$ cat config.mk
export PLATFORM = sky130hd
export DESIGN_NAME = ts_sync_lock
export DESIGN_NICKNAME = d
export VERILOG_FILES = /design/src/rtl/ts_sync_lock.sv
export SDC_FILE = /design/constraint.sdc
export NUM_CORES = 1
export LEC_CHECK = 0
export CORE_MARGIN = 4
export CORE_UTILIZATION = 40
export CTS_BUF_LIST = sky130_fd_sc_hd__clkbuf_4 sky130_fd_sc_hd__clkbuf_8
export DETAILED_ROUTE_END_ITERATION = 12
export HOLD_SLACK_MARGIN = 0.06
export PLACE_DENSITY_LB_ADDON = 0.15
export SETUP_SLACK_MARGIN = 0.3
export SYNTH_ARGS = -nofsm -noshare
export SYNTH_HDL_FRONTEND = slang
export SYNTH_SLANG_ARGS = --single-unit
$ cat constraint.sdc
create_clock -name CLOCK -period 4.8 [get_ports CLOCK]
set_clock_uncertainty 0.05 [all_clocks]
set_input_delay 1.44 -clock CLOCK [delete_from_list [all_inputs] [get_ports CLOCK]]
set_output_delay 1.44 -clock CLOCK [all_outputs]
set_load 0.05 [all_outputs]
$ cat src/rtl/ts_sync_lock.sv
// rtl/ts_sync_lock.sv - MPEG-TS sync byte hunter/locker feeding the 10-bit word packer
module ts_sync_lock #(
  parameter int         PKT_LEN    = 188,
  parameter logic [7:0] SYNC_BYTE  = 8'h47,
  parameter int         LOCK_COUNT = 3,
  parameter int         LOSS_COUNT = 3
) (
  input  logic        CLOCK,
  input  logic        RESET,
  input  logic [7:0]  BYTE_IN,
  input  logic        BYTE_VALID,
  output logic [9:0]  DATA_OUT,
  output logic        LOCKED,
  output logic [15:0] PKT_COUNT,
  output logic [15:0] SYNC_ERR_COUNT
);

  localparam logic [7:0] LP_LAST_POS = 8'(PKT_LEN - 1);
  localparam logic [3:0] LP_LOCK     = 4'(LOCK_COUNT);
  localparam logic [3:0] LP_LOSS     = 4'(LOSS_COUNT);

  typedef enum logic [1:0] {
    S_HUNT,
    S_VERIFY,
    S_LOCKED
  } state_t;

  state_t      r_state;
  state_t      w_state_nx;
  logic [7:0]  r_pos;
  logic [7:0]  w_pos_nx;
  logic [7:0]  w_pos_adv;
  logic [3:0]  r_good;
  logic [3:0]  w_good_nx;
  logic [3:0]  r_miss;
  logic [3:0]  w_miss_nx;
  logic        w_fwd;
  logic        w_sop;
  logic        w_err_inc;
  logic        w_is_sync;
  logic        w_at_sync_pos;
  logic [9:0]  r_data;
  logic [15:0] r_pkt_count;
  logic [15:0] r_err_count;

  assign w_is_sync     = (BYTE_IN == SYNC_BYTE);
  assign w_at_sync_pos = (r_pos == 8'd0);
  assign w_pos_adv     = (r_pos == LP_LAST_POS) ? 8'd0 : r_pos + 8'd1;

  // State, packet position and good/miss run counters
  always_ff @(posedge CLOCK or posedge RESET) begin
    if (RESET) begin
      r_state <= S_HUNT;
      r_pos   <= 8'd0;
      r_good  <= 4'd0;
      r_miss  <= 4'd0;
    end else begin
      r_state <= w_state_nx;
      r_pos   <= w_pos_nx;
      r_good  <= w_good_nx;
      r_miss  <= w_miss_nx;
    end
  end

  // Next-state and forwarding decision for the byte presented this cycle
  always_comb begin
    w_state_nx = r_state;
    w_pos_nx   = r_pos;
    w_good_nx  = r_good;
    w_miss_nx  = r_miss;
    w_fwd      = 1'b0;
    w_sop      = 1'b0;
    w_err_inc  = 1'b0;
    if (BYTE_VALID) begin
      case (r_state)
        S_HUNT: begin
          // The sync byte just found is position 0, so the next byte is position 1
          if (w_is_sync) begin
            w_state_nx = S_VERIFY;
            w_pos_nx   = 8'd1;
            w_good_nx  = 4'd1;
          end
        end
        S_VERIFY: begin
          w_pos_nx = w_pos_adv;
          if (w_at_sync_pos) begin
            if (w_is_sync) begin
              w_good_nx = r_good + 4'd1;
              if (r_good + 4'd1 == LP_LOCK) begin
                w_state_nx = S_LOCKED;
                w_miss_nx  = 4'd0;
                w_fwd      = 1'b1;
                w_sop      = 1'b1;
              end
            end else begin
              w_state_nx = S_HUNT;
              w_good_nx  = 4'd0;
            end
          end
        end
        S_LOCKED: begin
          w_pos_nx = w_pos_adv;
          w_fwd    = 1'b1;
          if (w_at_sync_pos) begin
            w_sop = 1'b1;
            if (w_is_sync) begin
              w_miss_nx = 4'd0;
            end else begin
              w_err_inc = 1'b1;
              // Flywheel through isolated misses; the last allowed miss drops lock unforwarded
              if (r_miss + 4'd1 == LP_LOSS) begin
                w_state_nx = S_HUNT;
                w_miss_nx  = 4'd0;
                w_good_nx  = 4'd0;
                w_fwd      = 1'b0;
                w_sop      = 1'b0;
              end else begin
                w_miss_nx = r_miss + 4'd1;
              end
            end
          end
        end
        default: begin
          w_state_nx = S_HUNT;
        end
      endcase
    end
  end

  // Output word register and status counters
  always_ff @(posedge CLOCK or posedge RESET) begin
    if (RESET) begin
      r_data      <= 10'd0;
      r_pkt_count <= 16'd0;
      r_err_count <= 16'd0;
    end else begin
      r_data[9:8] <= {w_sop, w_fwd};
      if (w_fwd) begin
        r_data[7:0] <= BYTE_IN;
      end
      if (w_sop) begin
        r_pkt_count <= r_pkt_count + 16'd1;
      end
      if (w_err_inc && (r_err_count != 16'hFFFF)) begin
        r_err_count <= r_err_count + 16'd1;
      end
    end
  end

  assign DATA_OUT       = r_data;
  assign LOCKED         = (r_state == S_LOCKED);
  assign PKT_COUNT      = r_pkt_count;
  assign SYNC_ERR_COUNT = r_err_count;

endmodule

==> flow_metrics.py, run 1 <==
metrics = {
    "run_status": {
        "status": "complete, no violations",
    },
    "job": {
        "cap_viol_max_count": 0,
    },
    "route": {
        "drc": 0,
        "wl_met1_um": 3360,
        "routed.top_layer": "met4",
        "wl_met3_um": 276,
        "met2WireLength_um": 3570,
        "route.detailed.wl_per_inst_um": 15.1,
        "via_count": 2645,
        "wirelength_um": 7300,
        "antenna_left": 0,
        "viasPerCell": 5.46,
        "first_pass_iters": 5,
        "drt_first_iter_violations": 98,
    },
    "power": {
        "p_leak_nw": 1.85,
        "vdd_drop_max_mv": 0.259,
        "pwr-share-comb_pct": 28.4,
        "clock_power_share_pct": 33.8,
        "power_switching_w": 0.000522,
        "p_sw_share_pct": 33.4,
        "p_seq_share_pct": 37.8,
        "power_density_mw_per_mm2": 371,
        "p_int_w": 0.00104,
    },
    "setup_path": {
        "cp.required_ns": 4.97,
        "worstRegToRegCells": 7,
        "path_depth": 6,
        "cp_max_fo": 11,
        "crit_type": "input pin to flip-flop",
        "path_cells": "clkdlybuf4s50_1, or4b_1, nor3_2, a21o_1, and3_1, mux2_2",
        "cp-start-kind": "input pin",
        "startpoint": "BYTE_IN[5]",
        "r2r-start": "r_pos[0]",
        "end_kind": "flip-flop",
        "arrival_ns": 3.90,
        "crit_slowest_cell": "or4b_1",
        "critPathTopFamily": "simple AND/OR/NAND/NOR gates",
        "critical_path_buf_inv_count": 1,
        "worst_path_largest_cell_delay_ns": 0.62,
    },
    "yosys": {
        "synth_top_family_by_area": "simple AND/OR/NAND/NOR gates",
        "yosys.area_share.adder_pct": 4.53,
        "synth_top_area_cell": "dfrtp_1",
        "synth_area_leaders": "dfrtp_1, mux2_2, ha_1",
        "yosysMostFrequentCell": "dfrtp_1",
        "yosys.area_share.simple_pct": 22.7,
        "ys_warn_count": 0,
        "synth_top_area_share_pct": 45.3,
        "synthArstFlopShare_pct": 100,
        "netlist_area_mm2": 0.00331,
        "synth-xor-area-share_pct": 7.93,
        "netlist_instances": 316,
        "ys_ff_latch": 60,
        "ys_seq_area_share_pct": 45.3,
        "yosysUniqueCellTypes": 60,
        "synth_mux_area_share_pct": 5.36,
        "synth_ff_type": "dfrtp_1",
        "synth_compound_area_share_pct": 11.7,
        "synth_area_per_cell_um2": 10.5,
        "synth_enable_flop_cells": 0,
        "synth_nets": 339,
        "synth_commonest_cells": "dfrtp_1, nand2_1, inv_1, nand3_1",
    },
    "placement": {
        "dp_hpwl_um": 5330,
        "dp_slack_ns": 0.724,
        "gp_congestion": 0.782,
        "placed_area_mm2": 0.00397,
        "port_buffers": 53,
    },
    "timing": {
        "slew_violations": 0,
        "fin_setup_tns_ns": 0,
        "max_freq_ghz": 0.268,
        "maxSlewHeadroom_pct": 36.4,
        "hold_viol": 0,
        "setup_viol": 0,
        "worst_slack_ns": 1.07,
        "tightest_slew_ns": 0.953,
        "fin_crit_sh_pct": 77.7,
        "grt_setup_unrepaired": "no",
        "period_needed_ns": 3.73,
    },
    "min_path": {
        "hold_path.class": "flip-flop to flip-flop",
        "hold_path_depth": 1,
        "hold_path.startpoint": "PKT_COUNT[15]",
    },
    "layout": {
        "diodes": 0,
        "area_growth_syn_to_layout_pct": 26.8,
        "fillCellCount": 718,
        "fin_area_mm2": 0.00420,
        "nets": 400,
        "drive_above_1_share_pct": 12.8,
    },
    "die": {
        "die_w_um": 99.0,
        "rows": 32,
        "ioPinCount": 54,
        "start_util_pct": 42.0,
        "die-area_mm2": 0.00981,
        "core_mm2": 0.00789,
        "die_height_um": 99.0,
    },
    "global_routing": {
        "grt_usage_pct": 15.6,
        "antenna_found_initial": 0,
        "grt_pass1_wl_um": 12400,
        "grt_pass1_vias": 2539,
        "grt_max_degree": 48,
        "grt-ovfl-total": 0,
    },
    "clock_tree": {
        "cts_sinks": 60,
        "clk_pin_slew_ns": 0.07,
        "cts_setup_buffers": 0,
        "postCtsHoldBufs": 0,
        "max-clock-path-buffers": 2,
        "cts_resized": 0,
        "cts_buffers": 9,
        "cts_tree": "done",
        "clock-root-buffer": "clkbuf_8",
        "insertion_delay_ns": 0.34,
        "htreeDepth": 3,
    },
}
through the flow:
step	hold slack [ns]	util [%]	cells	power (W)
2_1_floorplan	0.443	-	316	0.000910
3_3_place_gp	0.413	50.3	468	0.00104
3_5_place_dp	0.421	50.3	468	0.00104
4_1_cts	0.432	53.3	484	0.00157
5_1_grt	0.450	53.3	484	0.00165
6_report	0.435	53.3	484	0.00156
power by group through the flow:
stage	Combinational (W)	Sequential, W	Clock [W]
after floorplan	0.000232	0.000677	0
after global placement	0.000441	0.000598	0
final	0.000443	0.000590	0.000528
after detailed placement	0.000442	0.000599	0
after global routing	0.000485	0.000598	0.000568
after CTS	0.000445	0.000590	0.000539
logic make-up after synthesis:
family | count (synthesis)
fa+ha+maj | 12
compound gates | 51
flops | 60
xor+xnor | 30
simple gates | 125
buf+inv | 22
mux | 16
cell usage in the layout (no fill, tap or decap), types with 4 or more instances in the layout:
master	count
a21oi_1	4
and3_1	11
clkbuf_8	12
clkdlybuf4s50_1	53
dfrtp_1	60
ha_1	12
inv_1	16
mux2_2	14
nand2_1	22
nand3_1	17
nand4_1	11
nor2_1	16
nor3_1	9
o21ai_0	16
o31ai_1	4
or3_1	5
xnor2_1	16
xor2_1	14
flip-flops by register name, summed over array words and instances, names as in the netlist:
| signal | cells |
|---|---|
| SYNC_ERR_COUNT | 16 |
| r_pos | 8 |
| r_state | 2 |
| DATA_OUT | 10 |
| r_good | 4 |
| r_miss | 4 |
| PKT_COUNT | 16 |
routing by layer:
layer	vias up	GRT usage, %
li1	1279	-
met1	1322	20.1
met2	36	25.2
met3	8	5.10
met4	0	3.99
met5	-	0
layout make-up:
cell class / instances / area [µm²] / area share [%]
clock buffers: 12 / 165 / 3.93
clock inverters: 4 / 70.1 / 1.67
inverters: 17 / 63.8 / 1.52
multi-input cells: 234 / 1730 / 41.1
flip-flops and latches: 60 / 1500 / 35.7
well taps: 102 / 128 / 3.04
repair buffers: 55 / 546 / 13.0
path summary, 6_finish.rpt:
path / endpoint / slack (ns)
hold / removal: PKT_COUNT[15] / 0.43
setup reg to reg: r_state[0] / 2.00
hold reg to reg: PKT_COUNT[15] / 0.43
min in group asynchronous: DATA_OUT[8] / 1.59
max in group asynchronous: SYNC_ERR_COUNT[8] / 2.37
setup / recovery: PKT_COUNT[1] / 1.07
No activity file was read; power rests on OpenSTA's default activity.
==> inputs of run 2 (changes only) <==
==> constraint.sdc (replaced) <==
create_clock -name CLOCK -period 3.7 [get_ports CLOCK]
set_clock_uncertainty 0.05 [all_clocks]
set_input_delay 1.11 -clock CLOCK [delete_from_list [all_inputs] [get_ports CLOCK]]
set_output_delay 1.11 -clock CLOCK [all_outputs]
set_load 0.05 [all_outputs]
==> run 2 against run 1 <==
  * Clock power increased by 5.7%
  * Worst setup slack lost 0.59 ns
  * Sequential share of layout area is 0.075 points higher
  * Sequential cell count stayed put
  * Non-clock buffer count grew 3
  * Critical endpoint is now r_good[1]
==> flow_metrics.py, run 2 (synthesis results as in run 1) <==
metrics = {
    "setup_path": {
        "rr_endpoint": "r_good[1]",
        "cp_max_fo": 4,
        "crit_type": "input pin to flip-flop",
        "cp-start-kind": "input pin",
        "cp.required_ns": 3.87,
        "r2r-start": "r_pos[0]",
        "arrival_ns": 3.39,
        "r2r_slack_ns": 0.96,
        "worstRegToRegCells": 7,
        "end_kind": "flip-flop",
    },
    "layout": {
        "drive_above_1_share_pct": 13.3,
        "nets": 403,
        "area_growth_syn_to_layout_pct": 26.5,
        "final_cell_count_no_fill": 486,
        "diodes": 0,
        "final_common_cell": "dfrtp_1",
        "final_cell_mix": "dfrtp_1, clkdlybuf4s50_1, nand2_1",
    },
    "clock_tree": {
        "htreeDepth": 3,
        "cts_sinks": 60,
        "cts_buffers": 9,
        "cts_tree": "done",
        "postCtsHoldBufs": 0,
        "insertion_delay_ns": 0.33,
        "clk_pin_slew_ns": 0.06,
        "clock-root-buffer": "clkbuf_8",
        "max-clock-path-buffers": 2,
    },
    "die": {
        "die-area_mm2": 0.00981,
        "start_util_pct": 42.0,
        "die_height_um": 99.0,
        "rows": 32,
        "ioPinCount": 54,
        "die_w_um": 99.0,
        "core_mm2": 0.00789,
    },
    "min_path": {
        "hold_path.startpoint": "PKT_COUNT[15]",
        "hold_path_depth": 1,
        "hold_path.class": "flip-flop to flip-flop",
        "holdPathEnd": "PKT_COUNT[15]",
    },
    "route": {
        "via_count": 2612,
        "wl_met3_um": 225,
        "first_pass_iters": 4,
        "drt_first_iter_violations": 87,
        "drc": 0,
        "viasPerCell": 5.37,
        "wl_met1_um": 3450,
        "route.detailed.wl_per_inst_um": 14.9,
        "met2WireLength_um": 3510,
        "routed.top_layer": "met4",
        "wirelength_um": 7260,
        "antenna_left": 0,
    },
    "timing": {
        "maxSlewHeadroom_pct": 53.6,
        "period_needed_ns": 3.23,
        "worst_slack_ns": 0.474,
        "max_freq_ghz": 0.310,
        "setup_viol": 0,
        "tightest_slew_ns": 0.691,
        "hold_viol": 0,
        "fin_crit_sh_pct": 87.2,
        "slew_violations": 0,
        "fin_setup_tns_ns": 0,
        "grt_setup_unrepaired": "no",
    },
    "power": {
        "p_leak_nw": 1.85,
        "power_density_mw_per_mm2": 453,
        "vdd_drop_max_mv": 0.283,
    },
    "global_routing": {
        "grt_max_degree": 33,
        "grt_pass1_vias": 2564,
        "grt_usage_pct": 15.7,
        "antenna_found_initial": 0,
        "grt-ovfl-total": 0,
        "grt_pass1_wl_um": 12600,
    },
    "run_status": {
        "status": "complete, no violations",
    },
    "placement": {
        "port_buffers": 53,
        "dp_hpwl_um": 5410,
        "dp_slack_ns": 0.143,
        "dpl.cell_count": 471,
        "gp_congestion": 0.812,
    },
    "job": {
        "cap_viol_max_count": 0,
    },
}
-- run 2: final cells by class --
| type | instances | area [µm²] |
|---|---|---|
| multi-input cells | 234 | 1730 |
| repair buffers | 58 | 581 |
| inverters | 17 | 63.8 |
| clock inverters | 1 | 5.00 |
| clock buffers | 14 | 186 |
| well taps | 102 | 128 |
| flip-flops and latches | 60 | 1500 |
| fillers | 724 | 3690 |
-- run 2: worst max-delay path, stage by stage --
cell             delay, ns
clkdlybuf4s50_1       0.44
or4b_1                0.63
o21ai_0               0.32
nand3b_1              0.23
a21oi_1               0.29
mux2_2                0.37
-- run 2: worst max-delay path by stage --
| stage | startpoint | end | slack (ns) | depth (start not counted) |
|---|---|---|---|---|
| floorplan | BYTE_IN[5] | PKT_COUNT[1] | 0.79 | 5 |
| finish | BYTE_IN[5] | r_good[1] | 0.47 | 6 |
| global placement | BYTE_IN[5] | r_good[1] | 0.21 | 6 |
| detailed placement | BYTE_IN[3] | SYNC_ERR_COUNT[12] | 0.14 | 6 |
| global route | BYTE_IN[5] | r_good[1] | 0.38 | 6 |
| CTS | r_state[0] | LOCKED | 0.46 | 3 |
-- run 2: per-stage QoR --
stage / area, µm² / power [W] / utilization, % / hold WS (ns)
final: 4190 / 0.00190 / 53.2 / 0.436
after CTS: 4190 / 0.00193 / 53.2 / 0.441
after global routing: 4190 / 0.00202 / 53.2 / 0.477
after detailed placement: 4000 / 0.00135 / 50.7 / 0.427
after floorplan: 3310 / 0.00118 / - / 0.443
after global placement: 4000 / 0.00135 / 50.7 / 0.415
-- run 2: power breakdown --
part | internal [W] | switching (W) | total (W)
sequential | 0.000716 | 0.0000492 | 0.000765
combinational | 0.000200 | 0.000377 | 0.000576
clock | 0.000319 | 0.000238 | 0.000558
total | 0.00123 | 0.000664 | 0.00190
-- run 2: repair_timing --
| action | 4_1_cts | 5_1_grt |
|---|---|---|
| endpoints found under the setup margin | 0 | 1 |
| resized for setup | 0 | 1 |
| buffers inserted | 0 | 0 |
-- run 2: per-layer routing --
layer  vias to the layer above  GRT usage, %
li1                       1288             -
met1                      1285          20.2
met2                        34          25.7
met3                         5          3.82
met4                         0          5.67
met5                         -             0
==> inputs of run 3 (changes only) <==
--- a/config.mk
+++ b/config.mk
@@ -12,6 +12,7 @@
 export HOLD_SLACK_MARGIN = 0.06
 export PLACE_DENSITY_LB_ADDON = 0.15
 export SETUP_SLACK_MARGIN = 0.3
+export SKIP_LAST_GASP = 1
 export SYNTH_ARGS = -nofsm -noshare
 export SYNTH_HDL_FRONTEND = slang
 export SYNTH_SLANG_ARGS = --single-unit
==> results of run 3 <==
No change in the layout: final DEF, timing and power equal those of run 2.
